<file path="config.mk">
export PLATFORM = sky130hd
export DESIGN_NAME = lcd_nibble_writer
export DESIGN_NICKNAME = d
export VERILOG_FILES = /design/src/rtl/lcd_nibble_writer.sv
export SDC_FILE = /design/constraint.sdc
export NUM_CORES = 1
export LEC_CHECK = 0
export ABC_AREA = 1
export CAP_MARGIN = 0
export CORE_AREA = 2 2 86 88
export DETAILED_ROUTE_END_ITERATION = 7
export DIE_AREA = 0 0 88 90
export GPL_TIMING_DRIVEN = 1
export REMOVE_ABC_BUFFERS = 1
export SYNTH_ARGS = -nofsm -noshare
export SYNTH_HDL_FRONTEND = slang
export SYNTH_SLANG_ARGS = --single-unit
</file>
<file path="constraint.sdc">
create_clock -name clk -period 3.3 [get_ports clk]
set_input_delay 0.495 -clock clk [delete_from_list [all_inputs] [get_ports clk]]
set_output_delay 0.495 -clock clk [all_outputs]
set_load 0.1 [all_outputs]
</file>
<file path="src/rtl/lcd_nibble_writer.sv">
// Write-only 4-bit character LCD physical layer: each byte goes out as two nibbles with LCDE strobe timing, then a byte execution gap.
// Define LCD_NIBBLE_INIT_EN to run the LCD power-on nibble sequence (0x3,0x3,0x3,0x2) after reset before accepting requests.
module lcd_nibble_writer #(
    parameter int SETUP_CYC      = 2,
    parameter int PULSE_CYC      = 12,
    parameter int NIBBLE_GAP_CYC = 50,
    parameter int BYTE_GAP_CYC   = 2000,
    parameter int POWERUP_CYC    = 750000,
    parameter int INIT_LONG_CYC  = 205000,
    parameter int INIT_SHORT_CYC = 5000
) (
    input  logic       clk,
    input  logic       reset,
    input  logic       start,
    input  logic       rs_in,
    input  logic [7:0] data_in,
    output logic       ready,
    output logic       done,
    output logic       LCDE,
    output logic       LCDRS,
    output logic       LCDRW,
    output logic [3:0] LCDDAT
);

    localparam logic [19:0] SETUP_LD = 20'(SETUP_CYC - 1);
    localparam logic [19:0] PULSE_LD = 20'(PULSE_CYC - 1);
    localparam logic [19:0] NGAP_LD  = 20'(NIBBLE_GAP_CYC - 1);
    localparam logic [19:0] BGAP_LD  = 20'(BYTE_GAP_CYC - 1);

    typedef enum logic [3:0] {
        IDLE,
        SETUP_HI,
        PULSE_HI,
        GAP_NIB,
        SETUP_LO,
        PULSE_LO,
        GAP_BYTE
`ifdef LCD_NIBBLE_INIT_EN
        ,
        INIT_WAIT,
        INIT_SETUP,
        INIT_PULSE,
        INIT_GAP
`endif
    } state_t;

`ifdef LCD_NIBBLE_INIT_EN
    localparam logic [19:0] PWR_LD   = 20'(POWERUP_CYC - 1);
    localparam logic [19:0] LONG_LD  = 20'(INIT_LONG_CYC - 1);
    localparam logic [19:0] SHORT_LD = 20'(INIT_SHORT_CYC - 1);
    localparam state_t      RESET_STATE = INIT_WAIT;
    localparam logic [19:0] RESET_CNT   = PWR_LD;
    localparam logic        RESET_READY = 1'b0;
`else
    localparam state_t      RESET_STATE = IDLE;
    localparam logic [19:0] RESET_CNT   = 20'd0;
    localparam logic        RESET_READY = 1'b1;
`endif

    state_t      state, state_n;
    logic [19:0] cnt, cnt_n;
    logic [7:0]  data_q, data_n;
    logic        rs_q, rs_n;

    logic        e_n, rs_o_n, done_n, ready_n;
    logic [3:0]  dat_n;

`ifdef LCD_NIBBLE_INIT_EN
    logic [1:0]  init_step, init_step_n;

    function automatic logic [3:0] init_nibble(input logic [1:0] step);
        return (step == 2'd3) ? 4'h2 : 4'h3;
    endfunction

    // The wait after each init nibble shrinks as the controller gets closer to 4-bit mode.
    function automatic logic [19:0] init_gap_ld(input logic [1:0] step);
        case (step)
            2'd0:    return LONG_LD;
            2'd1:    return SHORT_LD;
            default: return BGAP_LD;
        endcase
    endfunction
`endif

    assign LCDRW = 1'b0;

    always_ff @(posedge clk) begin
        if (reset) begin
            state  <= RESET_STATE;
            cnt    <= RESET_CNT;
            data_q <= 8'h00;
            rs_q   <= 1'b0;
            LCDE   <= 1'b0;
            LCDRS  <= 1'b0;
            LCDDAT <= 4'h0;
            done   <= 1'b0;
            ready  <= RESET_READY;
`ifdef LCD_NIBBLE_INIT_EN
            init_step <= 2'd0;
`endif
        end else begin
            state  <= state_n;
            cnt    <= cnt_n;
            data_q <= data_n;
            rs_q   <= rs_n;
            LCDE   <= e_n;
            LCDRS  <= rs_o_n;
            LCDDAT <= dat_n;
            done   <= done_n;
            ready  <= ready_n;
`ifdef LCD_NIBBLE_INIT_EN
            init_step <= init_step_n;
`endif
        end
    end

    // Every timed state reloads the shared down-counter on entry and leaves when it reaches zero.
    always_comb begin
        state_n = state;
        cnt_n   = cnt;
        data_n  = data_q;
        rs_n    = rs_q;
`ifdef LCD_NIBBLE_INIT_EN
        init_step_n = init_step;
`endif
        case (state)
            IDLE: begin
                cnt_n = 20'd0;
                if (start) begin
                    data_n  = data_in;
                    rs_n    = rs_in;
                    state_n = SETUP_HI;
                    cnt_n   = SETUP_LD;
                end
            end
            SETUP_HI: begin
                if (cnt == 20'd0) begin
                    state_n = PULSE_HI;
                    cnt_n   = PULSE_LD;
                end else begin
                    cnt_n = cnt - 20'd1;
                end
            end
            PULSE_HI: begin
                if (cnt == 20'd0) begin
                    state_n = GAP_NIB;
                    cnt_n   = NGAP_LD;
                end else begin
                    cnt_n = cnt - 20'd1;
                end
            end
            GAP_NIB: begin
                if (cnt == 20'd0) begin
                    state_n = SETUP_LO;
                    cnt_n   = SETUP_LD;
                end else begin
                    cnt_n = cnt - 20'd1;
                end
            end
            SETUP_LO: begin
                if (cnt == 20'd0) begin
                    state_n = PULSE_LO;
                    cnt_n   = PULSE_LD;
                end else begin
                    cnt_n = cnt - 20'd1;
                end
            end
            PULSE_LO: begin
                if (cnt == 20'd0) begin
                    state_n = GAP_BYTE;
                    cnt_n   = BGAP_LD;
                end else begin
                    cnt_n = cnt - 20'd1;
                end
            end
            GAP_BYTE: begin
                if (cnt == 20'd0) begin
                    state_n = IDLE;
                    cnt_n   = 20'd0;
                end else begin
                    cnt_n = cnt - 20'd1;
                end
            end
`ifdef LCD_NIBBLE_INIT_EN
            INIT_WAIT: begin
                if (cnt == 20'd0) begin
                    state_n     = INIT_SETUP;
                    cnt_n       = SETUP_LD;
                    init_step_n = 2'd0;
                end else begin
                    cnt_n = cnt - 20'd1;
                end
            end
            INIT_SETUP: begin
                if (cnt == 20'd0) begin
                    state_n = INIT_PULSE;
                    cnt_n   = PULSE_LD;
                end else begin
                    cnt_n = cnt - 20'd1;
                end
            end
            INIT_PULSE: begin
                if (cnt == 20'd0) begin
                    state_n = INIT_GAP;
                    cnt_n   = init_gap_ld(init_step);
                end else begin
                    cnt_n = cnt - 20'd1;
                end
            end
            INIT_GAP: begin
                if (cnt == 20'd0) begin
                    if (init_step == 2'd3) begin
                        state_n = IDLE;
                        cnt_n   = 20'd0;
                    end else begin
                        state_n     = INIT_SETUP;
                        cnt_n       = SETUP_LD;
                        init_step_n = init_step + 2'd1;
                    end
                end else begin
                    cnt_n = cnt - 20'd1;
                end
            end
`endif
            default: begin
                state_n = IDLE;
                cnt_n   = 20'd0;
            end
        endcase
    end

    // Pin values are decoded from the next state so they register in lockstep with it;
    // data/RS settle in the SETUP states, which keeps LCDE edges apart from bus changes.
    always_comb begin
        e_n     = 1'b0;
        rs_o_n  = 1'b0;
        dat_n   = 4'h0;
        done_n  = 1'b0;
        ready_n = 1'b0;
        case (state_n)
            IDLE: ready_n = 1'b1;
            SETUP_HI, GAP_NIB: begin
                dat_n  = data_n[7:4];
                rs_o_n = rs_n;
            end
            PULSE_HI: begin
                dat_n  = data_n[7:4];
                rs_o_n = rs_n;
                e_n    = 1'b1;
            end
            SETUP_LO: begin
                dat_n  = data_n[3:0];
                rs_o_n = rs_n;
            end
            PULSE_LO: begin
                dat_n  = data_n[3:0];
                rs_o_n = rs_n;
                e_n    = 1'b1;
            end
            GAP_BYTE: begin
                dat_n  = data_n[3:0];
                rs_o_n = rs_n;
                done_n = (cnt_n == 20'd0);
            end
`ifdef LCD_NIBBLE_INIT_EN
            INIT_SETUP, INIT_GAP: dat_n = init_nibble(init_step_n);
            INIT_PULSE: begin
                dat_n = init_nibble(init_step_n);
                e_n   = 1'b1;
            end
`endif
            default: ;
        endcase
    end

endmodule
</file>
==> qor.txt <==
Site Rows - 31
Bufs and invs on worst path - 1
Commonest non-fill, non-tap cells in the layout - nand2_1, nor2_1, dfxtp_1
Area of the multi-input gates - 1090 um^2
Post-DP Area - 2340 um^2
Post-Layout Cell Count - 428
Max Cap Violations - 0
Final hold slack - 0.543 ns
H-tree levels - 2
Post-Synth XOR/XNOR Area - 4.69%
Share of the synthesized area in the top cell type - 39.9%
CP max FO - 1
Max stage delay on crit path - 1.14 ns
Number of synthesized flops with an enable pin - 0
Overflow left after global routing - 0
Antenna cells - 0
Routability cong. - 0.834
Setup TNS - 0 ns
Syn avg cell area - 6.70 um^2
First-pass GRT wire length - 8030 um
Final slew viol count - 0
Clk Latency, worst-skew pair - 0.30 ns
Pwr dens - 438 nW/um^2
Post-route setup slack - 1.01 ns
# IOs - 21
RSZ-0062 raised after global routing - false
Post-synthesis instance total - 307
Worst Path Required - 2.80 ns
Clock skew - 0.00906 ns
Crit path capture type - output pin
DRC - 0
Cells along the critical path - clkdlybuf4s50_1
Clock Tree Buf Depth - 2
Antenna-violating nets left - 0
Critical path's slowest cell - clkdlybuf4s50_1
Reg clk slew, reported paths - 0.09 ns
Final Net Count - 341
Largest family of logic cells by synthesized area - simple AND/OR/NAND/NOR gates
Delay-heaviest family, CP - buffers and inverters
Drt total wl - 4560 um
Most common cell after layout, fill and taps aside - nand2_1
DR iter-0 viols - 80
Layout cells sized above 1 - 7.90%
Yosys cell types - 33
WP data arrival - 1.79 ns
Multiplexer share of the synthesized area - 0%
Fmax - 0.438 GHz
Wire per inst - 10.7 um
Cts hold-fix bufs - 0
Relative slew margins - 34.8%
Post-cts sizing count - 0
Top cells by area, synth - dfxtp_1, nand2_1, nor2_1
Tot Pwr - 1.07 mW
Dpl ws - 1.12 ns
Synth Area in Simple Gates - 41.6%
CP startpoint kind - flip-flop
# setup viols final - 0
Die area - 7920 um^2
Synthesized-area fraction occupied by adder cells - 0.609%
Die height - 90 um
FF/Latch Area - 821 um^2
PortBufs - 19
Synth area leader - dfxtp_1
Min Tclk post-route - 2.29 ns
Vias per cell - 4.34
Primary FF master, synth - dfxtp_1
Placed cells - 420
Antenna violations before repair - 0
Seq/Total Area, Yosys - 39.9%
Synth Cell Area - 2060 um^2
Final HPWL DP - 3470 um
Ys Warns - 0
Worst hold path class - flip-flop to flip-flop
CTS buffer count - 5
Util after Layout - 34.7%
Layout overhead on the synthesized area - 18.5%
CORE AREA - 7020 um^2
Async set or reset register ratio after synthesis - 0%
Tightest Pin Transition - 0.974 ns
Final number of hold-violating endpoints - 0
Leakage - 1.17 nW
Fin area - 2440 um^2
Routed via count - 1,859
Num Clock Sinks - 41
Fillers - 754
Compound-gate portion of the synthesized area - 5.96%
First-pass DRT Iterations - 4
Final period util - 69.3%
Initial Util - 29.3%
Crit Path Class - flip-flop to output pin
Setup Buffers After CTS - 0
Die W - 88 um
Tot GR Track Use - 12.5%
Clock Tree Root - clkbuf_8
CTS tree - yes
Vias in the first global route - 1,847
Status - completed
Largest net degree at the start of global routing - 17
Register bit total from synthesis - 41
Max VDD drop - 0.000202 V
[synth_stat cells (2+ instances only)]
master / instances
a21oi_1: 4
clkbuf_1: 4
dfxtp_1: 41
inv_1: 22
inv_2: 5
nand2_1: 75
nand2_2: 4
nand3_1: 23
nand4_1: 5
nor2_1: 74
nor3_1: 5
o21ai_0: 14
o21ai_1: 2
xnor2_1: 7
xor2_1: 4
[power breakdown]
part           switching [mW]  leakage [nW]  internal [mW]
registers             0.00766         0.333          0.511
logic                   0.135         0.796         0.0664
clock network           0.194        0.0447          0.153
total                   0.337          1.17          0.730
[cells by family after synthesis]
logic type               count (synthesis)
AND/OR/NAND/NOR                        195
flip-flops                              41
buffers and inverters                   35
AO/OA/AOI/OAI                           23
XOR/XNOR                                11
adder cells (fa/ha/maj)                  1
other                                    1
[routing by layer]
| layer | global-route usage, % | wire (um) |
|---|---|---|
| met5 | 0 | 0 |
| met4 | 2.31 | 17 |
| met3 | 3.21 | 159 |
| met2 | 20.2 | 2070 |
| met1 | 16.9 | 2310 |
[sequential cells by signal, summed over array words and instances (netlist names)]
register,count
LCDRS,1
done,1
rs_q,1
data_q,8
cnt,20
LCDE,1
ready,1
LCDDAT,4
state,4
[path summary, 6_finish.rpt]
kind	to	from	slack, ns	cells past startpoint
setup / recovery	ready	ready	1.01	1
hold / removal	data_q[6]	data_q[6]	0.54	2
setup reg to reg	done	cnt[0]	1.23	12
hold reg to reg	data_q[6]	data_q[6]	0.54	2
[area by class of cell]
type                            count  area share (%)
Inverter                           28            4.31
Multi-Input combinational cell    232            44.9
Clock buffer                        5            2.82
Clock inverter                      3            1.03
Timing Repair Buffer               20            8.12
Sequential cell                    41            33.7
Tap cell                           99            5.08
No activity file was read; power rests on OpenSTA's default activity.
